[config.mk]
export PLATFORM = sky130hd
export DESIGN_NAME = jedro_1_ifu
export DESIGN_NICKNAME = d
export VERILOG_FILES = /design/src/rtl/jedro_1_pkg.sv /design/src/rtl/jedro_1_fifo.sv /design/src/rtl/jedro_1_ifu.sv
export SDC_FILE = /design/constraint.sdc
export NUM_CORES = 1
export LEC_CHECK = 0
export ABC_AREA = 1
export BUFFER_PORTS_ARGS = -buffer_cell sky130_fd_sc_hd__clkbuf_2
export CORE_MARGIN = 10
export CORE_UTILIZATION = 39
export CTS_CLUSTER_DIAMETER = 40
export DETAILED_ROUTE_END_ITERATION = 8
export HOLD_SLACK_MARGIN = 0.06
export PLACE_DENSITY_LB_ADDON = 0.2
export SETUP_SLACK_MARGIN = 0.05
export SYNTH_ARGS = -nofsm -noshare
export SYNTH_HDL_FRONTEND = slang
export SYNTH_SLANG_ARGS = --single-unit
[constraint.sdc]
create_clock -name clk_i -period 10.9 [get_ports clk_i]
set_input_delay 0.545 -clock clk_i [delete_from_list [all_inputs] [get_ports clk_i]]
set_output_delay 0.545 -clock clk_i [all_outputs]
set_load 0.02 [all_outputs]
[src/rtl/jedro_1_pkg.sv]
// rtl/jedro_1_pkg.sv - shared widths, defaults and fetch entry type for the jedro_1 fetch unit
package jedro_1_pkg;

  localparam int DATA_WIDTH  = 32;
  localparam int ADDR_WIDTH  = 32;
  localparam int INSTR_BYTES = 4;
  localparam logic [ADDR_WIDTH-1:0] BOOT_ADDR_DEFAULT = 32'h0000_0000;

  // One prefetch FIFO entry: the instruction word and the PC it was fetched from.
  typedef struct packed {
    logic [ADDR_WIDTH-1:0] pc;
    logic [DATA_WIDTH-1:0] instr;
  } fetch_entry_t;

  // Instruction fetches are always word aligned; the low address bits are dropped.
  function automatic logic [ADDR_WIDTH-1:0] word_align(input logic [ADDR_WIDTH-1:0] addr);
    return {addr[ADDR_WIDTH-1:2], 2'b00};
  endfunction

endpackage

[src/rtl/jedro_1_fifo.sv]
// rtl/jedro_1_fifo.sv - synchronous prefetch FIFO of {pc, instr} entries with flush
module jedro_1_fifo
  import jedro_1_pkg::*;
#(
  parameter  int DEPTH = 4,
  localparam int PTR_W = $clog2(DEPTH),
  localparam int CNT_W = $clog2(DEPTH + 1)
) (
  input  logic             clk_i,
  input  logic             rst_i,
  input  logic             push_i,
  input  fetch_entry_t     data_i,
  input  logic             pop_i,
  input  logic             flush_i,
  output fetch_entry_t     data_o,
  output logic             full_o,
  output logic             empty_o,
  output logic [CNT_W-1:0] count_o
);

  fetch_entry_t     mem_q [DEPTH];
  fetch_entry_t     mem_d [DEPTH];
  logic [PTR_W-1:0] wr_ptr_q, wr_ptr_d;
  logic [PTR_W-1:0] rd_ptr_q, rd_ptr_d;
  logic [CNT_W-1:0] count_q, count_d;
  logic             do_push;
  logic             do_pop;

  assign full_o  = (count_q == CNT_W'(DEPTH));
  assign empty_o = (count_q == '0);
  assign count_o = count_q;
  assign data_o  = mem_q[rd_ptr_q];

  // A push into a full FIFO is only accepted when the head leaves in the same cycle.
  assign do_push = push_i & (~full_o | pop_i);
  assign do_pop  = pop_i & ~empty_o;

  // Next-state for storage, pointers and occupancy; flush wins over push and pop.
  always_comb begin
    mem_d    = mem_q;
    wr_ptr_d = wr_ptr_q;
    rd_ptr_d = rd_ptr_q;
    count_d  = count_q;
    if (flush_i) begin
      wr_ptr_d = '0;
      rd_ptr_d = '0;
      count_d  = '0;
    end else begin
      if (do_push) begin
        mem_d[wr_ptr_q] = data_i;
        wr_ptr_d        = wr_ptr_q + PTR_W'(1);
      end
      if (do_pop) begin
        rd_ptr_d = rd_ptr_q + PTR_W'(1);
      end
      count_d = count_q + CNT_W'(do_push) - CNT_W'(do_pop);
    end
  end

  // Storage and pointer registers; storage is cleared so the head reads zero after reset.
  always_ff @(posedge clk_i or posedge rst_i) begin
    if (rst_i) begin
      for (int i = 0; i < DEPTH; i++) begin
        mem_q[i] <= '0;
      end
      wr_ptr_q <= '0;
      rd_ptr_q <= '0;
      count_q  <= '0;
    end else begin
      mem_q    <= mem_d;
      wr_ptr_q <= wr_ptr_d;
      rd_ptr_q <= rd_ptr_d;
      count_q  <= count_d;
    end
  end

endmodule

[src/rtl/jedro_1_ifu.sv]
// rtl/jedro_1_ifu.sv - instruction fetch unit: PC, credit-limited requests, prefetch and redirect
module jedro_1_ifu
  import jedro_1_pkg::*;
#(
  parameter logic [ADDR_WIDTH-1:0] BOOT_ADDR  = BOOT_ADDR_DEFAULT,
  parameter int                    FIFO_DEPTH = 4
) (
  input  logic                  clk_i,
  input  logic                  rst_i,
  output logic                  instr_req_o,
  output logic [ADDR_WIDTH-1:0] instr_addr_o,
  input  logic                  instr_gnt_i,
  input  logic                  instr_rvalid_i,
  input  logic [DATA_WIDTH-1:0] instr_mem_rdata_i,
  output logic [DATA_WIDTH-1:0] instr_rdata_o,
  output logic [ADDR_WIDTH-1:0] instr_pc_o,
  output logic                  instr_next_avail_o,
  input  logic                  instr_next_en_i,
  input  logic                  jmp_i,
  input  logic [ADDR_WIDTH-1:0] jmp_addr_i
);

  localparam int CNT_W = $clog2(FIFO_DEPTH + 1);
  localparam int SUM_W = CNT_W + 1;

  logic [ADDR_WIDTH-1:0] pc_q, pc_d;
  logic [ADDR_WIDTH-1:0] resp_pc_q, resp_pc_d;
  logic                  req_q, req_d;
  logic [CNT_W-1:0]      out_q, out_d;
  logic [CNT_W-1:0]      discard_q, discard_d;
  logic [CNT_W-1:0]      level_d;
  logic [SUM_W-1:0]      credit_sum;

  logic                  granted;
  logic                  transfer;
  logic                  push;
  logic                  fifo_full;
  logic                  fifo_empty;
  logic [CNT_W-1:0]      fifo_count;
  fetch_entry_t          fifo_in;
  fetch_entry_t          fifo_head;

  // A grant only counts against a request that is actually on the bus.
  assign granted  = req_q & instr_gnt_i;
  assign transfer = ~fifo_empty & instr_next_en_i;

  // Words arriving while stale responses are still owed, or during a redirect, are dropped.
  assign push    = instr_rvalid_i & (discard_q == '0) & ~jmp_i & (~fifo_full | transfer);
  assign fifo_in = '{pc: resp_pc_q, instr: instr_mem_rdata_i};

  assign instr_req_o        = req_q;
  assign instr_addr_o       = pc_q;
  assign instr_next_avail_o = ~fifo_empty;
  assign instr_rdata_o      = fifo_head.instr;
  assign instr_pc_o         = fifo_head.pc;

  // Next fetch PC, response PC, in-flight bookkeeping and request credit.
  // resp_pc tracks the PC of the next response that will be kept, so it only advances on push.
  always_comb begin
    pc_d      = pc_q;
    resp_pc_d = resp_pc_q;
    discard_d = discard_q;
    out_d     = out_q + CNT_W'(granted) - CNT_W'(instr_rvalid_i);
    level_d   = fifo_count + CNT_W'(push) - CNT_W'(transfer);

    if (granted) begin
      pc_d = pc_q + ADDR_WIDTH'(INSTR_BYTES);
    end
    if (instr_rvalid_i && (discard_q != '0)) begin
      discard_d = discard_q - CNT_W'(1);
    end
    if (push) begin
      resp_pc_d = resp_pc_q + ADDR_WIDTH'(INSTR_BYTES);
    end

    // Redirect: everything still in flight, including this cycle's grant, becomes stale.
    if (jmp_i) begin
      pc_d      = word_align(jmp_addr_i);
      resp_pc_d = word_align(jmp_addr_i);
      discard_d = out_d;
      level_d   = '0;
    end

    // Credit is judged on the state the request will see, so a raised request never overfills.
    credit_sum = SUM_W'(level_d) + SUM_W'(out_d);
    req_d      = (credit_sum < SUM_W'(FIFO_DEPTH));
  end

  // Fetch state registers.
  always_ff @(posedge clk_i or posedge rst_i) begin
    if (rst_i) begin
      pc_q      <= BOOT_ADDR;
      resp_pc_q <= BOOT_ADDR;
      req_q     <= 1'b0;
      out_q     <= '0;
      discard_q <= '0;
    end else begin
      pc_q      <= pc_d;
      resp_pc_q <= resp_pc_d;
      req_q     <= req_d;
      out_q     <= out_d;
      discard_q <= discard_d;
    end
  end

  jedro_1_fifo #(
    .DEPTH (FIFO_DEPTH)
  ) u_fifo (
    .clk_i   (clk_i),
    .rst_i   (rst_i),
    .push_i  (push),
    .data_i  (fifo_in),
    .pop_i   (transfer),
    .flush_i (jmp_i),
    .data_o  (fifo_head),
    .full_o  (fifo_full),
    .empty_o (fifo_empty),
    .count_o (fifo_count)
  );

endmodule

==> results.txt <==
#FFs+latches synth: 322
Worst slew margin: 0.258
Die area: 50,300 sq um
Top FF cell, synth: dfrtp_1
Critical Path Start Type: flip-flop
Area Growth Syn to Fin: 18.0%
Min Clock Period, post-route: 4240 ps
Remaining DRCs: 0
Total wire length: 49,500 microns
Initial Util: 0.397
Setup tns final: 0 ps
Register area share after synthesis: 0.495
Detailed placement HPWL: 29,600 microns
Worst Tran Pin Value: 1110 ps
Share of cells above drive strength 1: 0.133
Vias in the first global route: 14,423
CP top delay family: buffers and inverters
Clock-pin slew on the worst setup and hold paths: 50 ps
Num ports: 168
Drt wl/cell: 17.8 microns
Cell count after placement: 2,678
Clock Latency Late Sink: 600 ps
Placeable Area: 41,000 sq um
Crit-path max FO: 68
Total CTS buffers: 55
Layout net count: 2,289
Clock Skew: 27.6 ps
Synth async-reset ratio: 1.00
CP cell instances: clkinv_2 > buf_4 > a21oi_1 > o21ai_0 > o21ai_0 > clkbuf_2
Largest net degree at the start of global routing: 188
Initial antenna violation count: 0
DR pass1 iterations: 5
Post-synth EDFFs: 0
Synth cell types: 37
Final ANT Viol Nets: 0
# port buffers: 161
Peak VDD IR: 0.141 mV
First-pass GRT wire length: 79,600 microns
Crit path kind: flip-flop to output port
Type of destination of the critical path: output port
Hold Buf Count CTS: 0
Clock Tree Buf Depth: 3
Final hold vios: 0
Area leader, netlist: dfrtp_1
Ys Warns: 0
Grt total ovfl: 0
RSZ-0062 raised after global routing: no
Clock sinks: 322
Number of core rows: 74
Status: finished, final reports clean
All-Layer GR Usage: 0.196
WP data arrival: 3690 ps
Synth top area cells: dfrtp_1, nand2_1, o21ai_0
Synth Instances: 2,102
Fill cell count: 4,074
Worst Path Buf+Inv: 3
Max Slew Vio Count: 0
Worst stage delay on the critical path: 910 ps
Synth top area share: 0.495
Die width: 224 microns
Post-CTS Setup Repair Bufs: 0
Pwr Density: 262 nW/um^2
Max-cap viol count: 0
GP Congestion: 0.883
Final Cycle Share: 0.389
Ant. Diodes: 0
Commonest non-fill, non-tap cell in the layout: nand2_1
Netlist Area Pre-Place: 16,300 sq um
Most Frequent Cell on Critical Path: o21ai_0
Via count: 14,434
Req. time, crit path: 10,360 ps
Layout Cells excl Fill: 2,782
Hold WC Path Type: primary input to asynchronous set/reset pin
CTS tree: done
CP max stage cell: clkinv_2
Post-CTS Resized: 0
Final setup fails: 0
Pleak: 0.00946 uW
Root buf cell: clkbuf_16
H-tree depth: 2
Vias per cell: 5.19
Iter 0 DRT Violations: 1,073
Chip Height: 224 microns
Max Freq: 236 MHz
Syn_area_per_cell: 7.74 sq um
Commonest cells after routing, fill and taps aside: nand2_1, dfrtp_1, o21ai_0
==> where the power goes <==
part	total, uW	switching (uW)	internal, uW
logic	1520	1020	495
clock network	1820	666	1150
registers	1700	205	1500
==> cells by family (layout without fill, tap and decap cells) <==
family / count (synthesis) / in the layout / synth area share
simple gates: 983 / 983 / 0.235
compound gates: 513 / 513 / 0.179
flops: 322 / 322 / 0.495
buf+inv: 249 / 394 / 0.0674
xor+xnor: 18 / 18 / 0.00968
fa+ha+maj: 16 / 16 / 0.0132
other cells: 1 / 4 / 0.000230
==> registers in the layout, summed over array words and instances (netlist names) <==
| register | count |
|---|---|
| out_q | 3 |
| resp_pc_q | 30 |
| u_fifo.wr_ptr_q | 2 |
| u_fifo.mem_q | 248 |
| u_fifo.rd_ptr_q | 2 |
| u_fifo.count_o | 3 |
| instr_addr_o | 30 |
| discard_q | 3 |
| instr_req_o | 1 |
==> final cells by class <==
| class | count | area, sq um | share of cell area |
|---|---|---|---|
| Sequential cell | 322 | 8060 | 0.420 |
| Multi-Input combinational cell | 1534 | 7160 | 0.373 |
| Clock buffer | 64 | 1470 | 0.0766 |
| Timing Repair Buffer | 177 | 938 | 0.0488 |
| Tap cell | 532 | 666 | 0.0346 |
| Clock inverter | 40 | 484 | 0.0252 |
| Inverter | 113 | 433 | 0.0225 |
==> per-layer routing <==
layer | global-route usage | vias to the layer above | part of all wire
met5 | 0 | - | 0
met4 | 0.0693 | 0 | 0.027
met2 | 0.318 | 389 | 0.46
met3 | 0.0389 | 88 | 0.062
li1 | - | 7059 | -
met1 | 0.255 | 6898 | 0.45
==> metrics by stage <==
step | setup slack [ps] | hold slack (ps) | area [sq um] | power [uW] | utilization
after floorplan | 1440 | 442 | 16300 | 2710 | -
after global placement | 6580 | 456 | 17300 | 3220 | 0.421
after detailed placement | 6490 | 463 | 17300 | 3250 | 0.421
after CTS | 6640 | 171 | 19200 | 5090 | 0.468
after global routing | 6350 | 198 | 19200 | 5340 | 0.468
final | 6660 | 135 | 19200 | 5040 | 0.468
==> worst register-to-register path, cell delays in order (launching register included) <==
cell     delay [ps]
dfrtp_1         370
inv_1           100
ha_1            170
nand2_1          60
nor2_2          150
o21ai_4          70
buf_4           360
nor2_4         1000
buf_4           650
nand2_1         140
o21a_1          130
==> cell usage after synthesis (4+ instances only) <==
library cell / number
nor2_2: 6
a31oi_1: 4
o21ai_1: 86
buf_4: 24
buf_1: 16
o21bai_1: 7
o211ai_1: 12
buf_2: 46
o22ai_1: 56
o21ai_0: 244
o21a_1: 84
clkbuf_1: 48
nand3_1: 69
nand2_1: 688
ha_1: 14
nor2_1: 211
xor2_1: 17
inv_1: 107
dfrtp_1: 322
a21oi_1: 17
==> worst paths after layout <==
check,from,to,slack (ps),cells after the start
min,rst_i,u_fifo.mem_q[41],140,2
min in group clk_i,instr_mem_rdata_i[22],u_fifo.mem_q[214],200,3
max reg2reg,discard_q[0],u_fifo.mem_q[235],7590,10
max in group asynchronous,rst_i,u_fifo.mem_q[176],9120,3
min reg2reg,u_fifo.mem_q[144],u_fifo.mem_q[144],470,2
max,u_fifo.rd_ptr_q[0],instr_rdata_o[26],6660,6
No activity file was read; power rests on OpenSTA's default activity.
